## src/rtl/vga_capture_if.sv

```systemverilog
// Incoming VGA-style stream: active-low syncs plus 12-bit colour.
// The source drives it (master); the capture block samples it (slave).
interface vga_capture_if;
    logic       Hsync;
    logic       Vsync;
    logic [3:0] vgaRed;
    logic [3:0] vgaBlue;
    logic [3:0] vgaGreen;

    modport master (output Hsync, Vsync, vgaRed, vgaBlue, vgaGreen);
    modport slave  (input  Hsync, Vsync, vgaRed, vgaBlue, vgaGreen);
endinterface

```

## src/rtl/vga_capture.sv

```systemverilog
// VGA receive side: recovers x/y from the sync edges, verifies line/frame timing,
// and once locked emits one write strobe per active pixel with its coordinate and colour.
module vga_capture #(
    parameter int unsigned H_SYNC      = 96,
    parameter int unsigned H_BACK      = 48,
    parameter int unsigned H_DISP      = 640,
    parameter int unsigned H_TOTAL     = 800,
    parameter int unsigned V_SYNC      = 2,
    parameter int unsigned V_BACK      = 33,
    parameter int unsigned V_DISP      = 480,
    parameter int unsigned V_TOTAL     = 525,
    parameter int unsigned LOCK_FRAMES = 2
) (
    input  logic         clk,
    input  logic         rst,
    vga_capture_if.slave vga,
    output logic         cap_we,
    output logic [10:0]  cap_xpos,
    output logic [10:0]  cap_ypos,
    output logic [11:0]  cap_data,
    output logic         frame_start,
    output logic         locked,
    output logic [10:0]  h_meas,
    output logic [10:0]  v_meas
);
    localparam logic [10:0] H_START = 11'(H_SYNC + H_BACK);
    localparam logic [10:0] H_END   = 11'(H_SYNC + H_BACK + H_DISP);
    localparam logic [10:0] V_START = 11'(V_SYNC + V_BACK);
    localparam logic [10:0] V_END   = 11'(V_SYNC + V_BACK + V_DISP);
    localparam logic [11:0] H_LEN   = 12'(H_TOTAL);
    localparam logic [11:0] V_LEN   = 12'(V_TOTAL);
    localparam logic [10:0] H_LOST  = 11'(2 * H_TOTAL - 1);
    localparam logic [10:0] V_LOST  = 11'(2 * V_TOTAL - 1);
    localparam logic [3:0]  LOCK_N  = 4'(LOCK_FRAMES);
    localparam logic [10:0] CNT_MAX = '1;

    typedef enum logic [1:0] {SEARCH, CHECK, LOCKED} lock_state_t;

    lock_state_t state, state_next;
    logic [3:0]  good, good_next, good_inc;

    logic        hs_s1, vs_s1, hs_d, vs_fe;
    logic [11:0] rgb_s1;
    logic [10:0] hc_q, vc_q, hc, vc;
    logic [11:0] h_len, v_len;
    logic        fe, fs, line_bad, frame_good, lost, active, wr;

    always_ff @(posedge clk) begin
        if (rst) begin
            hs_s1  <= 1'b1;
            vs_s1  <= 1'b1;
            hs_d   <= 1'b1;
            rgb_s1 <= '0;
        end else begin
            hs_s1  <= vga.Hsync;
            vs_s1  <= vga.Vsync;
            hs_d   <= hs_s1;
            rgb_s1 <= {vga.vgaRed, vga.vgaBlue, vga.vgaGreen};
        end
    end

    // hc/vc are the positions of the pixel currently in stage 1, so they are
    // formed combinationally from the edge and registered as hc_q/vc_q.
    always_comb begin
        fe         = hs_d & ~hs_s1;
        fs         = fe & ~vs_s1 & vs_fe;
        h_len      = {1'b0, hc_q} + 12'd1;
        v_len      = {1'b0, vc_q} + 12'd1;
        hc         = fe ? '0 : ((hc_q == CNT_MAX) ? CNT_MAX : hc_q + 11'd1);
        vc         = vc_q;
        if (fe) begin
            vc = fs ? '0 : ((vc_q == CNT_MAX) ? CNT_MAX : vc_q + 11'd1);
        end
        line_bad   = fe && (h_len != H_LEN);
        frame_good = (v_len == V_LEN);
        lost       = (hc == H_LOST) || (vc == V_LOST);
        active     = (hc >= H_START) && (hc < H_END) && (vc >= V_START) && (vc < V_END);
    end

    always_ff @(posedge clk) begin
        if (rst) begin
            hc_q   <= '0;
            vc_q   <= '0;
            vs_fe  <= 1'b1;
            h_meas <= '0;
            v_meas <= '0;
        end else begin
            hc_q <= hc;
            vc_q <= vc;
            if (fe) begin
                vs_fe  <= vs_s1;
                h_meas <= h_len[11] ? CNT_MAX : h_len[10:0];
            end
            if (fs) begin
                v_meas <= v_len[11] ? CNT_MAX : v_len[10:0];
            end
        end
    end

    always_ff @(posedge clk) begin
        if (rst) begin
            state <= SEARCH;
            good  <= '0;
        end else begin
            state <= state_next;
            good  <= good_next;
        end
    end

    always_comb begin
        state_next = state;
        good_next  = good;
        good_inc   = good + 4'd1;
        case (state)
            SEARCH: begin
                if (fs) begin
                    state_next = CHECK;
                    good_next  = '0;
                end
            end
            CHECK: begin
                if (line_bad) begin
                    state_next = SEARCH;
                end else if (fs) begin
                    if (frame_good) begin
                        good_next = good_inc;
                        if (good_inc == LOCK_N) state_next = LOCKED;
                    end else begin
                        good_next = '0;
                    end
                end
            end
            LOCKED: begin
                if (line_bad || (fs && !frame_good)) state_next = SEARCH;
            end
            default: state_next = SEARCH;
        endcase
        if (lost) state_next = SEARCH;
        // Outputs follow the next state so lock/unlock land with the triggering edge.
        wr = active && (state_next == LOCKED);
    end

    always_ff @(posedge clk) begin
        if (rst) begin
            cap_we      <= 1'b0;
            cap_xpos    <= '0;
            cap_ypos    <= '0;
            cap_data    <= '0;
            frame_start <= 1'b0;
            locked      <= 1'b0;
        end else begin
            cap_we      <= wr;
            cap_xpos    <= hc - H_START;
            cap_ypos    <= vc - V_START;
            cap_data    <= wr ? rgb_s1 : '0;
            frame_start <= fs;
            locked      <= (state_next == LOCKED);
        end
    end
endmodule
```

## src/flat_wrapper.sv

```systemverilog
// flat-port wrapper written by rule: the top's interface ports become plain ports
module vga_capture_flat 
#(
    parameter int unsigned H_SYNC      = 96,
    parameter int unsigned H_BACK      = 48,
    parameter int unsigned H_DISP      = 640,
    parameter int unsigned H_TOTAL     = 800,
    parameter int unsigned V_SYNC      = 2,
    parameter int unsigned V_BACK      = 33,
    parameter int unsigned V_DISP      = 480,
    parameter int unsigned V_TOTAL     = 525,
    parameter int unsigned LOCK_FRAMES = 2
)
  (clk, rst, cap_we, cap_xpos, cap_ypos, cap_data, frame_start, locked, h_meas, v_meas, vga_Hsync, vga_Vsync, vga_vgaRed, vga_vgaBlue, vga_vgaGreen);
  vga_capture_if vga_i ();
  input  logic clk;
  input  logic rst;
  output logic cap_we;
  output logic [10:0] cap_xpos;
  output logic [10:0] cap_ypos;
  output logic [11:0] cap_data;
  output logic frame_start;
  output logic locked;
  output logic [10:0] h_meas;
  output logic [10:0] v_meas;
  input wire logic [$bits(vga_i.Hsync)-1:0] vga_Hsync;
  input wire logic [$bits(vga_i.Vsync)-1:0] vga_Vsync;
  input wire logic [$bits(vga_i.vgaRed)-1:0] vga_vgaRed;
  input wire logic [$bits(vga_i.vgaBlue)-1:0] vga_vgaBlue;
  input wire logic [$bits(vga_i.vgaGreen)-1:0] vga_vgaGreen;
  assign vga_i.Hsync = vga_Hsync;
  assign vga_i.Vsync = vga_Vsync;
  assign vga_i.vgaRed = vga_vgaRed;
  assign vga_i.vgaBlue = vga_vgaBlue;
  assign vga_i.vgaGreen = vga_vgaGreen;
  vga_capture #(.H_SYNC(H_SYNC), .H_BACK(H_BACK), .H_DISP(H_DISP), .H_TOTAL(H_TOTAL), .V_SYNC(V_SYNC), .V_BACK(V_BACK), .V_DISP(V_DISP), .V_TOTAL(V_TOTAL), .LOCK_FRAMES(LOCK_FRAMES)) u_core (.clk(clk), .rst(rst), .vga(vga_i), .cap_we(cap_we), .cap_xpos(cap_xpos), .cap_ypos(cap_ypos), .cap_data(cap_data), .frame_start(frame_start), .locked(locked), .h_meas(h_meas), .v_meas(v_meas));
endmodule
```

## config.mk

```make
export PLATFORM = sky130hd
export DESIGN_NAME = vga_capture_flat
export DESIGN_NICKNAME = d
export VERILOG_FILES = /design/src/rtl/vga_capture_if.sv /design/src/rtl/vga_capture.sv /design/src/flat_wrapper.sv
export SDC_FILE = /design/constraint.sdc
export NUM_CORES = 1
export LEC_CHECK = 0
export ABC_AREA = 1
export ABC_CLOCK_PERIOD_IN_PS = 2600
export CELL_PAD_IN_SITES_DETAIL_PLACEMENT = 1
export CELL_PAD_IN_SITES_GLOBAL_PLACEMENT = 1
export CORE_MARGIN = 4
export CORE_UTILIZATION = 38
export CTS_CLUSTER_DIAMETER = 50
export DETAILED_ROUTE_END_ITERATION = 12
export PLACE_DENSITY = 0.9
export SLEW_MARGIN = 20
export SYNTH_ARGS = -nofsm -noshare
export SYNTH_HDL_FRONTEND = slang
export SYNTH_SLANG_ARGS = --single-unit
export TNS_END_PERCENT = 100
```

## constraint.sdc

```tcl
create_clock -name clk -period 2.6 [get_ports clk]
set_input_delay 0.78 -clock clk [delete_from_list [all_inputs] [get_ports clk]]
set_output_delay 0.78 -clock clk [all_outputs]
set_load 0.1 [all_outputs]
```

==> results.json, run 1 <==
{
  "ys_ff_latch": 99,
  "routed_via_density": 5.067,
  "hold_buffers": 0,
  "setup_violations": 0,
  "antenna_left": 0,
  "syn_avg_cell_area_sq_um": 7.252,
  "grt_max_degree": 36,
  "period_share_pct": 94.11,
  "crit_slowest_cell": "dfxtp_1",
  "synth_area_leaders": "dfxtp_1 44%, nand2_1 11%, nor2_1 7.7%, inv_1 7.3%, nand3_1 4.2%",
  "cts_made_buffers": 9,
  "path_buf_inv": 2,
  "outcome": "finished, final reports clean",
  "synth_area_leader_cell": "dfxtp_1",
  "critPathKind": "reg2reg",
  "syn_inst": 623,
  "worstSkewPairLatency_ns": 0.35,
  "grt_usage_pct": 19.89,
  "synth_area_sq_um": 4518,
  "finClkSkew_ns": 0.01031,
  "via_count": 4337,
  "finalWirelength_um": 13560,
  "r2r_end": "u_core.cap_data[4]",
  "clock.fmax_mhz": 408.7,
  "yosysMostFrequentCell": "nand2_1",
  "io_pins": 75,
  "htreeDepth": 3,
  "r2r_slack_ns": 0.15,
  "ys_warn_count": 0,
  "clk_pin_slew_ns": 0.07,
  "num_rows": 39,
  "cp.arrival_ns": 2.74,
  "crit_chain": "nand2_1, nor2_1, nand3_4, nand2_1, nand2_1, inv_1, ha_2, nand2_1, nor2_1, nand2_1, nand3b_1, buf_4, nand3_4, nor2_2",
  "final_area_sq_um": 5746,
  "ys_seq_area_share_pct": 43.87,
  "diodes": 0,
  "setup_tns_ns": 0,
  "max_stage_delay_ns": 0.39,
  "cts.path.max_buffers": 2,
  "synth.top_cell.area_share_pct": 43.87,
  "maxCapViolCount": 0,
  "clock-sinks": 99,
  "hold_ws_ns": 0.4224,
  "required_ns": 2.89,
  "maxSlewHeadroom_pct": 63.09,
  "hold_viol_final": 0,
  "fillers": 1451,
  "cp_max_fo": 6,
  "dieArea_sq_um": 13700,
  "power_per_cell_area_nw_per_um2": 614.5,
  "dp_hpwl_um": 9852,
  "min_from": "u_core.rgb_s1[8]",
  "power.leakage_uw": 0.002783,
  "rr_worst_depth": 14,
  "drt_iter0_drc": 193,
  "synth_edf_count": 0,
  "tightest_slew_ns": 0.5530,
  "placed_cell_area_sq_um": 5268,
  "synth_common_cells": "127 x nand2_1, 99 x dfxtp_1, 93 x nor2_1",
  "overflow": 0,
  "min_period_ns": 2.447,
  "wl_per_cell_um": 15.85,
  "synthArstFlopShare_pct": 0,
  "layout-drive-gt1-share_pct": 23.98,
  "start_util_pct": 39.23,
  "hold_class": "reg2reg",
  "core_sq_um": 11520,
  "die_y_um": 117.0,
  "drt-pass1-iter-count": 5,
  "worst_ir_drop_vdd_mv": 0.3331,
  "portBuffers": 74,
  "hold_depth": 2,
  "grt_pass1_vias": 4413,
  "startpoint_type": "register",
  "areaGrowthSynthToFinish_pct": 27.17,
  "slew_violations": 0,
  "grt_pass1_wl_um": 21450,
  "cp_top_family": "simple AND/OR/NAND/NOR gates",
  "finish.net_count": 734,
  "die_w_um": 117.0,
  "clockRootBuffer": "clkbuf_16",
  "reg2reg_from": "u_core.vc_q[9]",
  "synth_ff_type": "dfxtp_1",
  "path_common_cell": "nand2_1",
  "cts_tree": "done",
  "syn-num-nets": 649,
  "drc": 0,
  "hold_end": "u_core.cap_data[8]",
  "yosysUniqueCellTypes": 38,
  "antenna_found_initial": 0,
  "endpoint_kind": "register",
  "place_congestion": 0.8795
}
[state kept, by name, summed over array words and instances (netlist names), 2 cells and up]
name / flops
u_core.cap_data: 12
u_core.cap_xpos: 11
u_core.cap_ypos: 11
u_core.good: 4
u_core.h_meas: 11
u_core.hc_q: 7
u_core.rgb_s1: 12
u_core.state: 2
u_core.v_meas: 11
u_core.vc_q: 11
[final cells by class]
cell class	count	area, sq um	area share [%]
clock inverters	3	46.29	0.8057
clock buffers	13	260.3	4.530
inverters	97	364.1	6.337
well taps	143	178.9	3.114
repair buffers	91	715.7	12.46
multi-input cells	410	2187	38.07
flip-flops and latches	99	1993	34.69
[cell families after synthesis]
group / Yosys count / share of synthesized area (%)
xor+xnor: 5 / 0.9694
fa+ha+maj: 10 / 2.769
simple gates: 316 / 32.04
flops: 99 / 43.87
compound gates: 77 / 9.914
buf+inv: 116 / 10.44
[where the power goes]
group	switching (uW)	total [uW]	leakage, uW	internal, uW
clock network	582	1380	0.000146	801
registers	31.0	1600	0.000815	1570
logic	418	543	0.00182	125
total	1030	3530	0.00278	2500
[metal layers]
layer	track usage, %	vias up	wire length, um
met1	24.20	2097	6124
met2	35.49	97	6623
met4	7.263	0	311
li1	-	2119	-
met3	3.033	24	504
met5	0	-	0
[worst max path at each step]
stage / from / slack, ns / cells after the start / endpoint
finish: u_core.vc_q[9] / 0.15 / 14 / u_core.cap_data[4]
global route: u_core.hs_s1 / -0.03 / 15 / u_core.cap_data[5]
CTS: u_core.vc_q[1] / 0.02 / 14 / u_core.cap_data[1]
detailed placement: u_core.vc_q[1] / -0.17 / 14 / u_core.cap_data[1]
global placement: u_core.vc_q[1] / -0.01 / 14 / u_core.cap_data[0]
floorplan: u_core.cap_xpos[0] / 0.35 / 16 / u_core.cap_data[10]
[placed cells by master (no fill, tap or decap), types with 3 or more instances in the layout]
cell / n
a21oi_1: 25
a21oi_2: 7
buf_4: 76
clkbuf_16: 9
clkdlybuf4s50_1: 14
dfxtp_1: 92
dfxtp_2: 6
ha_1: 7
inv_1: 87
inv_2: 9
nand2_1: 123
nand2_2: 16
nand3_1: 38
nand3_2: 3
nand3_4: 5
nand4_1: 8
nor2_1: 90
nor2_2: 16
nor2_4: 6
o211ai_1: 6
o21ai_0: 27
o21bai_1: 3
or2_2: 3
xnor2_1: 3
[metrics by stage]
stage | utilization, % | total power (uW) | std cells | setup slack (ns)
after floorplan | - | 2032 | 623 | 0.3471
after global placement | 45.74 | 2159 | 833 | -0.01328
after detailed placement | 45.74 | 2172 | 833 | -0.1727
after CTS | 48.56 | 3556 | 849 | 0.02057
after global routing | 49.89 | 3655 | 856 | -0.02628
final | 49.89 | 3530 | 856 | 0.1530
[what timing repair did]
item                       CTS  global route
gates cloned                 0             2
setup endpoints to repair   13            18
resized for setup            3            28
buffers inserted             0             5
pin swaps                    0             7
[worst min-delay path: stages (launching register included)]
cell and delay, ns:
dfxtp_1 0.30, inv_1 0.05, nor2_2 0.03
Power figures use the tool's default switching activity.
==> run 2: changes to the inputs <==
--- a/config.mk
+++ b/config.mk
@@ -6,14 +6,15 @@
 export NUM_CORES = 1
 export LEC_CHECK = 0
 export ABC_AREA = 1
-export ABC_CLOCK_PERIOD_IN_PS = 2600
 export CELL_PAD_IN_SITES_DETAIL_PLACEMENT = 1
 export CELL_PAD_IN_SITES_GLOBAL_PLACEMENT = 1
 export CORE_MARGIN = 4
 export CORE_UTILIZATION = 38
+export CTS_BUF_LIST = sky130_fd_sc_hd__clkbuf_16
 export CTS_CLUSTER_DIAMETER = 50
 export DETAILED_ROUTE_END_ITERATION = 12
 export PLACE_DENSITY = 0.9
+export RECOVER_POWER = 100
 export SLEW_MARGIN = 20
 export SYNTH_ARGS = -nofsm -noshare
 export SYNTH_HDL_FRONTEND = slang
==> run 2 against run 1 <==
Compared with the run above:
- total power is 2.9% lower
- non-clock buffer count is 1 higher
- via count is 0.42% lower
- wire length is 1.9% lower
- final cell count is 0.12% higher
- clock power is 5% lower
- utilization is 1.5 points lower
- worst hold slack hardly changed
- global-route usage is 0.21 points lower
- cell area is 3.0% lower
- critical path type unchanged
- critical endpoint unchanged
- first-iteration DRC count is 10% lower
- register-to-register slack worse by 0.02 ns
- highest routed layer unchanged
==> results.json, run 2 (same netlist as run 1, synthesis figures left out) <==
{
  "final_area_sq_um": 5570,
  "setup_violations": 0,
  "worst_ir_drop_vdd_mv": 0.3446,
  "antenna_found_initial": 0,
  "finalWirelength_um": 13300,
  "cp.arrival_ns": 2.76,
  "outcome": "finished, final reports clean",
  "maxSlewHeadroom_pct": 22.51,
  "final_cells": 857,
  "cts_made_buffers": 9,
  "r2r_slack_ns": 0.13,
  "io_pins": 75,
  "critPathKind": "reg2reg",
  "hold_depth": 2,
  "drc": 0,
  "worstSkewPairLatency_ns": 0.35,
  "cp_max_fo": 6,
  "clk_pin_slew_ns": 0.07,
  "tightest_slew_ns": 1.167,
  "htreeDepth": 3,
  "cts.path.max_buffers": 2,
  "hold_end": "u_core.cap_data[8]",
  "dieArea_sq_um": 13700,
  "areaGrowthSynthToFinish_pct": 23.29,
  "clock.fmax_mhz": 404.6,
  "path_buf_inv": 2,
  "path_common_cell": "nand2_1",
  "power_per_cell_area_nw_per_um2": 615.4,
  "final_common_cell": "nand2_1",
  "slew_violations": 0,
  "crit_slowest_cell": "dfxtp_2",
  "grt_pass1_wl_um": 21400,
  "crit_chain": "ha_4, nand2_1, nor2_4, nand3_4, nand2_1, nand2_1, inv_1, ha_2, nand2_1, nor2_1, nand2_1, nand3b_1, buf_4, nand3_4, nor2_2",
  "hold_class": "reg2reg",
  "dp_hpwl_um": 9852,
  "diodes": 0,
  "min_period_ns": 2.472,
  "min_from": "u_core.rgb_s1[8]",
  "rr_worst_depth": 15,
  "endpoint_kind": "register",
  "cp_top_family": "simple AND/OR/NAND/NOR gates",
  "overflow": 0,
  "startpoint_type": "register",
  "place_congestion": 0.8795,
  "hold_ws_ns": 0.4224,
  "grt_pass1_vias": 4431,
  "die_w_um": 117.0,
  "core_sq_um": 11520,
  "period_share_pct": 95.06,
  "clockRootBuffer": "clkbuf_16",
  "antenna_left": 0,
  "required_ns": 2.88,
  "routed_via_density": 5.040,
  "r2r_end": "u_core.cap_data[4]",
  "reg2reg_from": "u_core.vc_q[0]",
  "grt_max_degree": 36,
  "maxCapViolCount": 0,
  "grt_usage_pct": 19.68,
  "drt_iter0_drc": 173,
  "cts_tree": "done",
  "hold_viol_final": 0,
  "die_y_um": 117.0,
  "power.leakage_uw": 0.002727,
  "placed_cell_area_sq_um": 5268,
  "drt-pass1-iter-count": 4,
  "layout-drive-gt1-share_pct": 22.83,
  "finish.net_count": 735,
  "wl_per_cell_um": 15.52,
  "finClkSkew_ns": 0.008805,
  "final_cell_mix": "125 x nand2_1, 92 x dfxtp_1, 91 x nor2_1, 89 x inv_1, 59 x clkbuf_2",
  "reg_top3": "u_core.cap_data: 12 flops, u_core.rgb_s1: 12 flops",
  "num_rows": 39,
  "portBuffers": 74,
  "clock-sinks": 99,
  "start_util_pct": 39.23,
  "via_count": 4319,
  "dp.cells": 833,
  "max_stage_delay_ns": 0.39
}
==> run 2: cell type report <==
class,instances,area (sq um)
flip-flops and latches,99,1993
well taps,143,178.9
inverters,97,364.1
multi-input cells,410,2185
fillers,1472,5946
clock buffers,9,225.2
clock inverters,7,61.31
repair buffers,92,563.0
==> run 2: worst reg2reg max path, stage by stage, from the launching register on <==
cell and delay [ns]:
dfxtp_2 0.39, ha_4 0.18, nand2_1 0.10, nor2_4 0.19, nand3_4 0.15, nand2_1 0.10
nand2_1 0.12, inv_1 0.09, ha_2 0.18, nand2_1 0.07, nor2_1 0.17, nand2_1 0.09
nand3b_1 0.16, buf_4 0.17, nand3_4 0.13, nor2_2 0.11
==> run 2: how the worst max path moves through the flow <==
stage	from	slack, ns	cells after the start	to
after global routing	u_core.vc_q[0]	-0.03	16	u_core.cap_data[5]
final	u_core.vc_q[0]	0.13	15	u_core.cap_data[4]
after floorplan	u_core.cap_xpos[0]	0.35	16	u_core.cap_data[10]
after detailed placement	u_core.vc_q[1]	-0.17	14	u_core.cap_data[1]
after CTS	u_core.vc_q[1]	0.03	14	u_core.cap_data[1]
after global placement	u_core.vc_q[1]	-0.01	14	u_core.cap_data[0]
==> run 2: power by group <==
group / internal [uW] / total, uW / switching (uW)
clock network: 735 / 1310 / 575
logic: 97.8 / 515 / 417
registers: 1570 / 1600 / 30.3
total: 2410 / 3430 / 1020
==> run 2: per-layer routing <==
layer | up-vias | wire [um] | global-route usage [%]
met3 | 22 | 512 | 2.931
li1 | 2118 | - | -
met5 | - | 0 | 0
met1 | 2076 | 6035 | 24.07
met2 | 103 | 6476 | 35.34
met4 | 0 | 278 | 6.498
==> run 2: timing repair <==
action,4_1_cts,5_1_grt
hold buffers,0,0
gates resized for setup,3,27
pin swaps,1,7
cloned,0,2
setup buffers,0,6
endpoints found under the setup margin,13,18
==> run 2: per-stage QoR <==
stage / utilization (%) / total power (uW) / setup TNS [ns] / setup WS (ns)
finish: 48.37 / 3428 / 0 / 0.1284
global route: 48.37 / 3554 / -0.1409 / -0.03310
CTS: 48.38 / 3477 / 0 / 0.02609
detailed placement: 45.74 / 2172 / -1.730 / -0.1727
global placement: 45.74 / 2159 / -0.03644 / -0.01328
floorplan: - / 2032 / 0 / 0.3471
